<file path="src/rtl/obr_arb_pkg.sv">
// Shared types, default sizes and the round-robin pick helper for obr_write_arbiter.
package obr_arb_pkg;

  localparam int unsigned OBR_NREQ_DEF = 4;
  localparam int unsigned OBR_NREG_DEF = 8;
  localparam int unsigned OBR_MAX_REQ  = 8;

  typedef enum logic {
    IDLE  = 1'b0,
    WRITE = 1'b1
  } obr_state_e;

  // First set request at or after ptr, wrapping modulo nreq.
  function automatic logic [2:0] rr_pick(input logic [OBR_MAX_REQ-1:0] req,
                                         input logic [2:0]             ptr,
                                         input int unsigned            nreq);
    logic        found;
    int unsigned idx;
    rr_pick = '0;
    found   = 1'b0;
    for (int unsigned i = 0; i < OBR_MAX_REQ; i++) begin
      if (i < nreq) begin
        idx = 32'(ptr) + i;
        if (idx >= nreq) idx = idx - nreq;
        if (!found && req[idx]) begin
          rr_pick = 3'(idx);
          found   = 1'b1;
        end
      end
    end
  endfunction

endpackage

</file>
<file path="src/rtl/obr_bit_cell.sv">
// One load-enabled flag bit with asynchronous active-low clear.
module obr_bit_cell (
  input  logic clk,
  input  logic reset,
  input  logic we,
  input  logic d,
  output logic q
);

  always_ff @(posedge clk or negedge reset) begin
    if (!reset) q <= 1'b0;
    else if (we) q <= d;
  end

endmodule

</file>
<file path="src/rtl/obr_write_arbiter.sv">
// Round-robin write arbiter in front of a bank of one-bit flag cells.
// Optional OBR_ARB_LOCK_EN adds a per-requester lock that holds priority on the granted requester.
module obr_write_arbiter
  import obr_arb_pkg::*;
#(
  parameter int unsigned NREQ = OBR_NREQ_DEF,
  parameter int unsigned NREG = OBR_NREG_DEF,
  parameter int unsigned AW   = $clog2(NREG)
) (
  input  logic              clk,
  input  logic              reset,
  input  logic [NREQ-1:0]   req,
  input  logic [NREQ*AW-1:0] wr_addr,
  input  logic [NREQ-1:0]   wr_data,
`ifdef OBR_ARB_LOCK_EN
  input  logic [NREQ-1:0]   lock,
`endif
  output logic [NREQ-1:0]   gnt,
  output logic              busy,
  output logic              wr_err,
  input  logic [AW-1:0]     rd_addr,
  output logic              rd_data,
  output logic [NREG-1:0]   reg_q
);

  localparam int unsigned PW = $clog2(NREQ);

  obr_state_e              state_q, state_d;
  logic [PW-1:0]           ptr_q, ptr_d;
  logic [NREQ-1:0]         gnt_q, gnt_d;
  logic [AW-1:0]           lat_addr_q, lat_addr_d;
  logic                    lat_data_q, lat_data_d;
  logic                    err_q, err_d;
  logic [OBR_MAX_REQ-1:0]  req_ext;
  logic [PW-1:0]           k_idx;
  logic [NREG-1:0]         we;
  logic [(2**AW)-1:0]      reg_pad;

  always_ff @(posedge clk or negedge reset) begin
    if (!reset) begin
      state_q    <= IDLE;
      ptr_q      <= '0;
      gnt_q      <= '0;
      lat_addr_q <= '0;
      lat_data_q <= 1'b0;
      err_q      <= 1'b0;
    end else begin
      state_q    <= state_d;
      ptr_q      <= ptr_d;
      gnt_q      <= gnt_d;
      lat_addr_q <= lat_addr_d;
      lat_data_q <= lat_data_d;
      err_q      <= err_d;
    end
  end

  always_comb begin
    state_d    = state_q;
    ptr_d      = ptr_q;
    gnt_d      = gnt_q;
    lat_addr_d = lat_addr_q;
    lat_data_d = lat_data_q;
    err_d      = 1'b0;
    req_ext    = '0;
    req_ext[NREQ-1:0] = req;
    k_idx      = PW'(rr_pick(req_ext, 3'(ptr_q), NREQ));
    unique case (state_q)
      IDLE: begin
        if (|req) begin
          state_d = WRITE;
          gnt_d   = '0;
          for (int unsigned i = 0; i < NREQ; i++) begin
            if (k_idx == PW'(i)) begin
              gnt_d[i]   = 1'b1;
              lat_addr_d = wr_addr[i*AW +: AW];
              lat_data_d = wr_data[i];
              ptr_d      = (i == NREQ - 1) ? '0 : PW'(i + 1);
`ifdef OBR_ARB_LOCK_EN
              if (lock[i]) ptr_d = PW'(i);
`endif
            end
          end
        end
      end
      WRITE: begin
        state_d = IDLE;
        gnt_d   = '0;
        err_d   = (32'(lat_addr_q) >= NREG);
      end
    endcase
  end

  always_comb begin
    busy = (state_q == WRITE);
    we   = '0;
    for (int unsigned i = 0; i < NREG; i++) begin
      we[i] = (state_q == WRITE) && (lat_addr_q == AW'(i));
    end
  end

  assign gnt    = gnt_q;
  assign wr_err = err_q;

  for (genvar g = 0; g < NREG; g++) begin : g_cell
    obr_bit_cell u_cell (
      .clk   (clk),
      .reset (reset),
      .we    (we[g]),
      .d     (lat_data_q),
      .q     (reg_q[g])
    );
  end

  // Zero-padded so addresses past NREG read back 0 without a range compare.
  always_comb begin
    reg_pad              = '0;
    reg_pad[NREG-1:0]    = reg_q;
    rd_data              = reg_pad[rd_addr];
  end

endmodule

</file>
<file path="config.mk">
export PLATFORM = sky130hd
export DESIGN_NAME = obr_write_arbiter
export DESIGN_NICKNAME = d
export VERILOG_FILES = /design/src/rtl/obr_arb_pkg.sv /design/src/rtl/obr_bit_cell.sv /design/src/rtl/obr_write_arbiter.sv
export SDC_FILE = /design/constraint.sdc
export NUM_CORES = 1
export LEC_CHECK = 0
export BUFFER_PORTS_ARGS = -buffer_cell sky130_fd_sc_hd__buf_2
export CAP_MARGIN = 30
export CORE_MARGIN = 2
export CORE_UTILIZATION = 56
export CTS_BUF_LIST = sky130_fd_sc_hd__clkbuf_4 sky130_fd_sc_hd__clkbuf_8
export CTS_CLUSTER_SIZE = 10
export DETAILED_ROUTE_END_ITERATION = 6
export PLACE_DENSITY = 0.95
export SYNTH_ARGS = -nofsm -noshare
export SYNTH_HDL_FRONTEND = slang
export SYNTH_SLANG_ARGS = --single-unit
</file>
<file path="constraint.sdc">
create_clock -name clk -period 5.8 [get_ports clk]
set_input_delay 0.29 -clock clk [delete_from_list [all_inputs] [get_ports clk]]
set_output_delay 0.29 -clock clk [all_outputs]
set_load 0.01 [all_outputs]
</file>
==> results of run 1 <==
[metrics by stage]
step           instances  hold slack (ps)
2_1_floorplan        109            -5.59
4_1_cts              166              317
3_5_place_dp         161              247
6_report             166              324
3_3_place_gp         161              242
5_1_grt              166              364
[logic make-up (layout without fill, tap and decap cells)]
kind of cell               after synthesis  count (layout)  synth area share [%]
AOI/OAI and AO/OA                       15              15                  7.83
adders and majority gates                4               4                  4.18
buffers and inverters                   19              49                  8.87
DFF                                     19              19                  39.7
muxes                                   23              23                  24.3
other                                    1               1                 0.313
and+or+nand+nor                         28              28                  14.8
[per-layer routing]
metal / vias up / part of all wire, % / track usage [%]
li1: 435 / - / -
met1: 440 / 37 / 24.0
met2: 31 / 57 / 44.1
met3: 5 / 5.1 / 6.25
met4: 0 / 1.1 / 7.41
met5: - / 0 / 0
[report_power, final]
part,switching (mW),internal [mW]
sequential,0.0706,0.191
clock,0.0434,0.0258
combinational,0.144,0.176
[final timing paths]
check                                     end  cells after the start  slack [ps]
hold reg to reg                        gnt[3]                      2         540
hold / removal                           busy                      3         320
setup / recovery                lat_addr_q[0]                      8        3190
setup reg to reg                lat_addr_q[0]                      8        3190
max in group asynchronous              gnt[1]                      2        5070
min in group asynchronous  g_cell[5].u_cell.q                      2         420
[layout make-up]
type / count / area [sq um]
Multi-Input combinational cell: 71 / 617
Fill cell: 151 / 606
Clock buffer: 3 / 22.5
Timing Repair Buffer: 39 / 200
Tap cell: 27 / 33.8
Inverter: 6 / 22.5
Sequential cell: 19 / 475
Clock inverter: 1 / 5.00
[cells in the mapped netlist]
library cell / instances
sky130_fd_sc_hd__nor3b_1: 3
sky130_fd_sc_hd__nor2b_1: 1
sky130_fd_sc_hd__nor4_1: 1
sky130_fd_sc_hd__o22ai_1: 4
sky130_fd_sc_hd__a221oi_1: 1
sky130_fd_sc_hd__mux2_2: 9
sky130_fd_sc_hd__nor4_4: 1
sky130_fd_sc_hd__nor3_1: 2
sky130_fd_sc_hd__nor3_4: 1
sky130_fd_sc_hd__nand4b_1: 2
sky130_fd_sc_hd__nand2b_1: 3
sky130_fd_sc_hd__mux2i_1: 7
sky130_fd_sc_hd__a21oi_1: 7
sky130_fd_sc_hd__buf_2: 1
sky130_fd_sc_hd__nand4_1: 1
sky130_fd_sc_hd__mux4_2: 2
sky130_fd_sc_hd__nand2_1: 2
sky130_fd_sc_hd__o22a_1: 1
sky130_fd_sc_hd__ha_1: 4
sky130_fd_sc_hd__conb_1: 1
sky130_fd_sc_hd__inv_1: 6
sky130_fd_sc_hd__mux2_4: 5
sky130_fd_sc_hd__buf_4: 9
sky130_fd_sc_hd__dfrtp_1: 19
sky130_fd_sc_hd__clkbuf_1: 3
sky130_fd_sc_hd__a21o_2: 1
sky130_fd_sc_hd__a211oi_1: 1
sky130_fd_sc_hd__or2b_1: 1
sky130_fd_sc_hd__nor2_1: 10
[worst register-to-register path, stage by stage, from the launching register on]
cell and delay (ps):
sky130_fd_sc_hd__dfrtp_1 410, sky130_fd_sc_hd__or2b_1 140, sky130_fd_sc_hd__a21oi_1 70, sky130_fd_sc_hd__a211oi_1 500, sky130_fd_sc_hd__inv_1 140, sky130_fd_sc_hd__ha_1 280
sky130_fd_sc_hd__nor4_1 510, sky130_fd_sc_hd__nor3_4 140, sky130_fd_sc_hd__mux2_4 320
[what timing repair did]
item | in CTS | in global routing
hold buffers | 1 | 0
endpoints found under the hold margin | 19 | 0
resized for setup | 0 | 0
[flip-flops by register name (all words and copies together), names as in the netlist]
signal / count
ptr_q: 2
busy: 1
gnt: 4
lat_data_q: 1
g_cell.u_cell.q: 8
lat_addr_q: 3
==> results.rst, run 1 <==
.. list-table::
   :header-rows: 1

   * - Metric
     - Value
   * - Run status
     - completed
   * - Critical path start-end classification
     - reg2reg
   * - Buffer type at the clock tree root
     - sky130_fd_sc_hd__clkbuf_4
   * - Height of the die
     - between 50 and 60 um
   * - # H-tree levels
     - 1
   * - I/O pin cnt
     - 40
   * - # Max-Cap Violations
     - 0
   * - HPWL after detailed placement
     - 2.03 mm
   * - Number of clock sinks
     - 19
   * - Clock latency on the worst-skew pair
     - 310 ps
   * - Final-stage net count
     - 169
   * - TritonCTS buffer count
     - 3
   * - Number of DRC violations after detailed-routing iteration 0
     - 14
   * - Top area cells in the synthesized netlist
     - sky130_fd_sc_hd__dfrtp_1, sky130_fd_sc_hd__mux2_2, sky130_fd_sc_hd__mux2_4, sky130_fd_sc_hd__mux2i_1, sky130_fd_sc_hd__buf_4
   * - Horizontal extent of the die
     - 50.3 um
   * - Area of all placed cells without fillers
     - 1380 sq um
   * - Routed via count divided by cell count
     - 5.49
   * - Area growth from synthesis to final layout
     - 14.8%
   * - Static Leak
     - 0.654 nW
   * - Vias in the first global route
     - 945
   * - Global-route wire length before repair
     - 4.36 mm
   * - Post-detailed-route wirelength per cell
     - roughly 15 um
   * - Placeable core region
     - 1980 sq um
   * - Diodes inserted
     - 0
   * - Most frequent cells in the layout
     - sky130_fd_sc_hd__buf_2, sky130_fd_sc_hd__dfrtp_1, sky130_fd_sc_hd__nor2_1, sky130_fd_sc_hd__mux2_2
   * - GRT Residual Overflow
     - 0
   * - Number of library cell types mapped by synthesis
     - 29
   * - Worst EP required
     - 6000 ps
   * - Syn avg cell area
     - 11.0 sq um
   * - Cell Area, Synth
     - 1200 sq um
   * - Sequential fraction of the synthesis area
     - 39.7%
   * - Setup repair after global routing missed its margin
     - no
   * - Core Util, Final
     - 69.4%
   * - Critical path's top delay family
     - simple AND/OR/NAND/NOR gates
   * - Cells after Synth
     - 109
   * - Clock tree buffer depth
     - 2
   * - Initial Utilization
     - 60.5%
   * - Layout Skew
     - 9.67 ps
   * - Hold Crit Class
     - in2reg
   * - Total of buffers placed on input and output ports
     - 38
   * - Initial antenna violation count
     - 0
   * - Delay of the slowest cell on the worst path
     - slightly above 500 ps
   * - Timing-limited maximum frequency
     - 383 MHz
   * - Routed Antenna Nets
     - 0
   * - Setup Slack @ Placement
     - 3150 ps
   * - Setup slack after layout
     - ~3200 ps
   * - Highest fanout seen on the critical path
     - 7
   * - Crit share post-route
     - 45.1%
   * - Power after layout
     - approximately 650 uW
   * - First-pass iteration count of the detailed router
     - 4
   * - DRC
     - 0
   * - # Post-CTS Setup Buffers
     - 0
   * - Total cell area at the placement stage
     - 1340 sq um
   * - Min-Delay Startpoint
     - req[2]
   * - Clock-pin slew on the worst setup and hold paths
     - approximately 100 ps
   * - Net Count, Synth
     - 138
   * - Total negative slack for setup checks
     - 0 ps
   * - Yosys top cell area share
     - 39.7%
   * - Total number of vias
     - just over 900
   * - Die Footprint
     - 2530 sq um
   * - Number of register bits inferred by synthesis
     - 19
   * - Final Routed Wirelength
     - 2.49 mm
   * - RD Place Congestion
     - a little over 0.8
   * - Setup violations, final
     - 0
   * - Final Hold Fails
     - 0
   * - CTS tree
     - done
   * - GRT Overall Usage
     - a little under a quarter
   * - Cells along the critical path
     - or2b_1 -> a21oi_1 -> a211oi_1 -> inv_1 -> ha_1 -> nor4_1 -> nor3_4 -> mux2_4
   * - Buffers and inverters on the worst path
     - 1
   * - Total count of max-transition violations in the final report
     - 0
   * - Number of rows created at floorplan
     - 16
   * - Fraction of final layout cells with drive strength greater than 1
     - 43.9%
   * - Time the final worst path needs with I/O delays and setup
     - 2610 ps
   * - Commonest non-fill, non-tap cell in the layout
     - sky130_fd_sc_hd__buf_2
   * - Pin count of the biggest net entering global routing
     - 20
   * - Slew margin rel.
     - 62.3%
   * - Worst Tran Pin Value
     - 562 ps
   * - PD cells
     - 473 nW/um^2
   * - Launch point of the critical path
     - ptr_q[0]
   * - Highest ir drop seen on vdd
     - 258 uV
   * - Slowest stage cell, crit path
     - sky130_fd_sc_hd__nor4_1
   * - Yosys warns
     - 0
   * - Startpoint Class
     - flip-flop
   * - Synth area leader
     - sky130_fd_sc_hd__dfrtp_1
   * - Worst EP arrival
     - around 2800 ps
   * - R2r startpoint
     - ptr_q[0]
   * - CP Capture Type
     - flip-flop
(Power assumes the default switching activity.)
==> run 2, diff against run 1 <==
--- a/config.mk
+++ b/config.mk
@@ -5,14 +5,16 @@
 export SDC_FILE = /design/constraint.sdc
 export NUM_CORES = 1
 export LEC_CHECK = 0
+export ABC_AREA = 1
 export BUFFER_PORTS_ARGS = -buffer_cell sky130_fd_sc_hd__buf_2
 export CAP_MARGIN = 30
+export CORE_ASPECT_RATIO = 1.75
 export CORE_MARGIN = 2
-export CORE_UTILIZATION = 56
+export CORE_UTILIZATION = 53
 export CTS_BUF_LIST = sky130_fd_sc_hd__clkbuf_4 sky130_fd_sc_hd__clkbuf_8
 export CTS_CLUSTER_SIZE = 10
 export DETAILED_ROUTE_END_ITERATION = 6
-export PLACE_DENSITY = 0.95
+export PLACE_DENSITY = 0.94
 export SYNTH_ARGS = -nofsm -noshare
 export SYNTH_HDL_FRONTEND = slang
 export SYNTH_SLANG_ARGS = --single-unit
==> constraint.sdc (replaced) <==
create_clock -name clk -period 2.7 [get_ports clk]
set_input_delay 0.135 -clock clk [delete_from_list [all_inputs] [get_ports clk]]
set_output_delay 0.135 -clock clk [all_outputs]
set_load 0.01 [all_outputs]
==> results.rst, run 2 <==
.. list-table::
   :header-rows: 1

   * - Metric
     - Value
   * - Total number of vias
     - 1281 (was 911)
   * - Number of rows created at floorplan
     - 23 (was 16)
   * - Run status
     - completed (unchanged)
   * - Highest ir drop seen on vdd
     - 820 uV (was 258 uV)
   * - CTS tree
     - done (unchanged)
   * - TritonCTS buffer count
     - 3 (unchanged)
   * - Ys flop type
     - sky130_fd_sc_hd__dfrtp_1 (unchanged)
   * - Share of async-settable or async-resettable flops after synthesis
     - 100% (unchanged)
   * - Share of synthesized area spent on multiplexers
     - 0% (was 24.3%)
   * - I/O pin cnt
     - 40 (unchanged)
   * - Net Count, Synth
     - 210 (was 138)
   * - Post-Synth Simple-Gate Area
     - 26.7% (was 14.8%)
   * - Number of DRC violations after detailed-routing iteration 0
     - 28 (was 14)
   * - Total count of max-transition violations in the final report
     - 0 (unchanged)
   * - Worst EP arrival
     - 2620 ps (was 2810 ps)
   * - Crit share post-route
     - 92.2% (was 45.1%)
   * - Most frequent cells in the layout
     - sky130_fd_sc_hd__nand2_1, sky130_fd_sc_hd__buf_2, sky130_fd_sc_hd__inv_1, sky130_fd_sc_hd__dfrtp_1, sky130_fd_sc_hd__o21ai_0 (was sky130_fd_sc_hd__buf_2, sky130_fd_sc_hd__dfrtp_1, sky130_fd_sc_hd__nor2_1, sky130_fd_sc_hd__mux2_2)
   * - CP Capture Type
     - flip-flop (unchanged)
   * - Commonest non-fill, non-tap cell in the layout
     - sky130_fd_sc_hd__nand2_1 (was sky130_fd_sc_hd__buf_2)
   * - Buffer type at the clock tree root
     - sky130_fd_sc_hd__clkbuf_8 (was sky130_fd_sc_hd__clkbuf_4)
   * - DRC
     - 0 (unchanged)
   * - Core Util, Final
     - 64.6% (was 69.4%)
   * - RD Place Congestion
     - 0.862 (was 0.819)
   * - Time the final worst path needs with I/O delays and setup
     - 2490 ps (was 2610 ps)
   * - Height of the die
     - 69.2 um (was 50.3 um)
   * - First-pass iteration count of the detailed router
     - 4 (unchanged)
   * - Cells after Synth
     - 181 (was 109)
   * - Worst EP required
     - 2830 ps (was 6000 ps)
   * - Synth area leader
     - sky130_fd_sc_hd__dfrtp_1 (unchanged)
   * - Critical path start-end classification
     - reg2reg (unchanged)
   * - Post-detailed-route wirelength per cell
     - 11.4 um (was 15.0 um)
   * - Yosys top cell area share
     - 36.9% (was 39.7%)
   * - Fraction of final layout cells with drive strength greater than 1
     - 25.8% (was 43.9%)
   * - Clock tree buffer depth
     - 2 (unchanged)
   * - Number of library cell types mapped by synthesis
     - 28 (was 29)
   * - Number of clock sinks
     - 19 (unchanged)
   * - Combinational family with the most area after synthesis
     - simple AND/OR/NAND/NOR gates (was multiplexers)
   * - Diodes inserted
     - 0 (unchanged)
   * - Horizontal extent of the die
     - 41.3 um (was 50.3 um)
   * - Top area cells in the synthesized netlist
     - sky130_fd_sc_hd__dfrtp_1, sky130_fd_sc_hd__nand2_1, sky130_fd_sc_hd__inv_1, sky130_fd_sc_hd__o21ai_0, sky130_fd_sc_hd__buf_4 (was sky130_fd_sc_hd__dfrtp_1, sky130_fd_sc_hd__mux2_2, sky130_fd_sc_hd__mux2_4, sky130_fd_sc_hd__mux2i_1, sky130_fd_sc_hd__buf_4)
   * - # Max-Cap Violations
     - 0 (unchanged)
   * - Number of flip-flops under the largest register name
     - 8 (unchanged)
   * - Initial antenna violation count
     - 0 (unchanged)
   * - Pin count of the biggest net entering global routing
     - 20 (unchanged)
   * - Register with the most flip-flops
     - g_cell.u_cell.q (unchanged)
   * - Post-synthesis share of cell area spent on xor and xnor gates
     - 0% (unchanged)
   * - Sequential fraction of the synthesis area
     - 36.9% (was 39.7%)
   * - # Post-CTS Setup Buffers
     - 0 (unchanged)
   * - Die Footprint
     - 2860 sq um (was 2530 sq um)
   * - Routed Antenna Nets
     - 0 (unchanged)
   * - Total of buffers placed on input and output ports
     - 38 (unchanged)
   * - Filler Cells Inserted
     - 220 (was 151)
   * - PD cells
     - 1320 nW/um^2 (was 473 nW/um^2)
   * - Vias in the first global route
     - 1150 (was 945)
   * - Top cells by count, synth
     - sky130_fd_sc_hd__nand2_1, sky130_fd_sc_hd__inv_1, sky130_fd_sc_hd__dfrtp_1 (was sky130_fd_sc_hd__dfrtp_1, sky130_fd_sc_hd__nor2_1, sky130_fd_sc_hd__buf_4, sky130_fd_sc_hd__mux2_2)
   * - Area growth from synthesis to final layout
     - 15.4% (was 14.8%)
   * - Hold slack final
     - 119 ps (was 324 ps)
   * - Timing-limited maximum frequency
     - 402 MHz (was 383 MHz)
   * - Number of flops mapped to enable cells by yosys
     - 0 (unchanged)
   * - Fraction of the mapped netlist area in compound gates
     - 17.6% (was 7.83%)
   * - Syn avg cell area
     - 7.12 sq um (was 11.0 sq um)
   * - Setup slack after layout
     - 211 ps (was 3190 ps)
   * - Layout Skew
     - 1.38 ps (was 9.67 ps)
   * - Most frequent cell after synthesis
     - sky130_fd_sc_hd__nand2_1 (was sky130_fd_sc_hd__dfrtp_1)
   * - Hold Crit Class
     - in2reg (unchanged)
   * - Routed via count divided by cell count
     - 5.38 (was 5.49)
   * - GRT Residual Overflow
     - 0 (unchanged)
   * - Highest fanout seen on the critical path
     - 11 (was 7)
   * - Static Leak
     - 0.805 nW (was 0.654 nW)
   * - Clock-pin slew on the worst setup and hold paths
     - 70 ps (was 100 ps)
   * - Setup violations, final
     - 0 (unchanged)
   * - Setup Slack @ Placement
     - 215 ps (was 3150 ps)
   * - Cell Area, Synth
     - 1290 sq um (was 1200 sq um)
   * - Startpoint Class
     - flip-flop (unchanged)
   * - HPWL after detailed placement
     - 2.20 mm (was 2.03 mm)
   * - Yosys warns
     - 0 (unchanged)
   * - Final Hold Fails
     - 0 (unchanged)
   * - Placeable core region
     - 2300 sq um (was 1980 sq um)
   * - Clock latency on the worst-skew pair
     - 260 ps (was 310 ps)
   * - # H-tree levels
     - 1 (unchanged)
   * - Number of register bits inferred by synthesis
     - 19 (unchanged)
   * - Initial Utilization
     - 56.0% (was 60.5%)
   * - Adder-cell share of the synthesized area
     - 3.88% (was 4.18%)
   * - Global-route wire length before repair
     - 4.43 mm (was 4.36 mm)
   * - GRT Overall Usage
     - 21.6% (was 23.1%)
   * - Setup repair after global routing missed its margin
     - no (unchanged)
   * - Total negative slack for setup checks
     - 0 ps (unchanged)
   * - Final-stage net count
     - 243 (was 169)
   * - Final Routed Wirelength
     - 2.72 mm (was 2.49 mm)
-- run 2: critical path, stage by stage (launching register included) --
cell and delay (ps):
sky130_fd_sc_hd__dfrtp_1 630, sky130_fd_sc_hd__nand2_1 170, sky130_fd_sc_hd__nand3_1 130, sky130_fd_sc_hd__nand2_1 70, sky130_fd_sc_hd__inv_1 70, sky130_fd_sc_hd__nand2_1 50, sky130_fd_sc_hd__nand2_1 50, sky130_fd_sc_hd__nand2_1 50
sky130_fd_sc_hd__nand2_1 80, sky130_fd_sc_hd__nand2_2 80, sky130_fd_sc_hd__ha_1 270, sky130_fd_sc_hd__nor4_1 340, sky130_fd_sc_hd__nor2_2 150, sky130_fd_sc_hd__o211ai_1 120, sky130_fd_sc_hd__o21ai_0 110
-- run 2: power breakdown --
group          total [mW]  internal [mW]  switching, mW
Combinational        1.21          0.446          0.765
Clock               0.206          0.115         0.0912
Sequential          0.540          0.423          0.118
Total                1.96          0.984          0.974
-- run 2: repair_timing --
item | 4_1_cts | 5_1_grt
gates resized for setup | 0 | 1
hold buffers | 1 | 0
setup endpoints to repair | 0 | 6
hold endpoints to repair | 19 | 0
-- run 2: final cells by class --
cell class                      instances  area, sq um  share of cell area (%)
Clock buffer                            4         48.8                    3.28
Inverter                               26          105                    7.06
Multi-Input combinational cell        125          627                    42.1
Sequential cell                        19          475                    32.0
Tap cell                               25         31.3                    2.10
Timing Repair Buffer                   39          200                    13.5
-- run 2: stage by stage --
step                total power, mW  cell area, sq um  cells
floorplan                      1.55              1290    181
global placement               1.71              1430    233
detailed placement             1.74              1430    233
CTS                            1.95              1490    238
global route                   2.19              1490    238
finish                         1.96              1490    238
-- run 2: cell families after synthesis --
group | count (synthesis)
buffers and inverters | 37
DFF | 19
and+or+nand+nor | 81
other | 1
AOI/OAI and AO/OA | 39
adders and majority gates | 4
-- run 2: worst paths after layout --
| kind | to | from | slack [ps] | depth (start not counted) |
|---|---|---|---|---|
| max in group asynchronous | g_cell[4].u_cell.q | reset | 2070 | 2 |
| min | lat_addr_q[2] | wr_addr[11] | 120 | 3 |
| min reg2reg | g_cell[3].u_cell.q | g_cell[3].u_cell.q | 500 | 2 |
| min in group asynchronous | gnt[1] | reset | 340 | 2 |
| max | lat_addr_q[0] | ptr_q[0] | 210 | 14 |
| max reg2reg | lat_addr_q[0] | ptr_q[0] | 210 | 14 |
-- run 2: routing by layer --
metal / global-route usage (%) / wire length, um / vias up / part of all wire (%)
met1: 21.6 / 1040 / 586 / 38
met4: 14.3 / 82 / 0 / 3.0
met2: 37.5 / 1490 / 42 / 55
li1: - / - / 646 / -
met3: 1.60 / 101 / 7 / 3.7
met5: 0 / 0 / - / 0
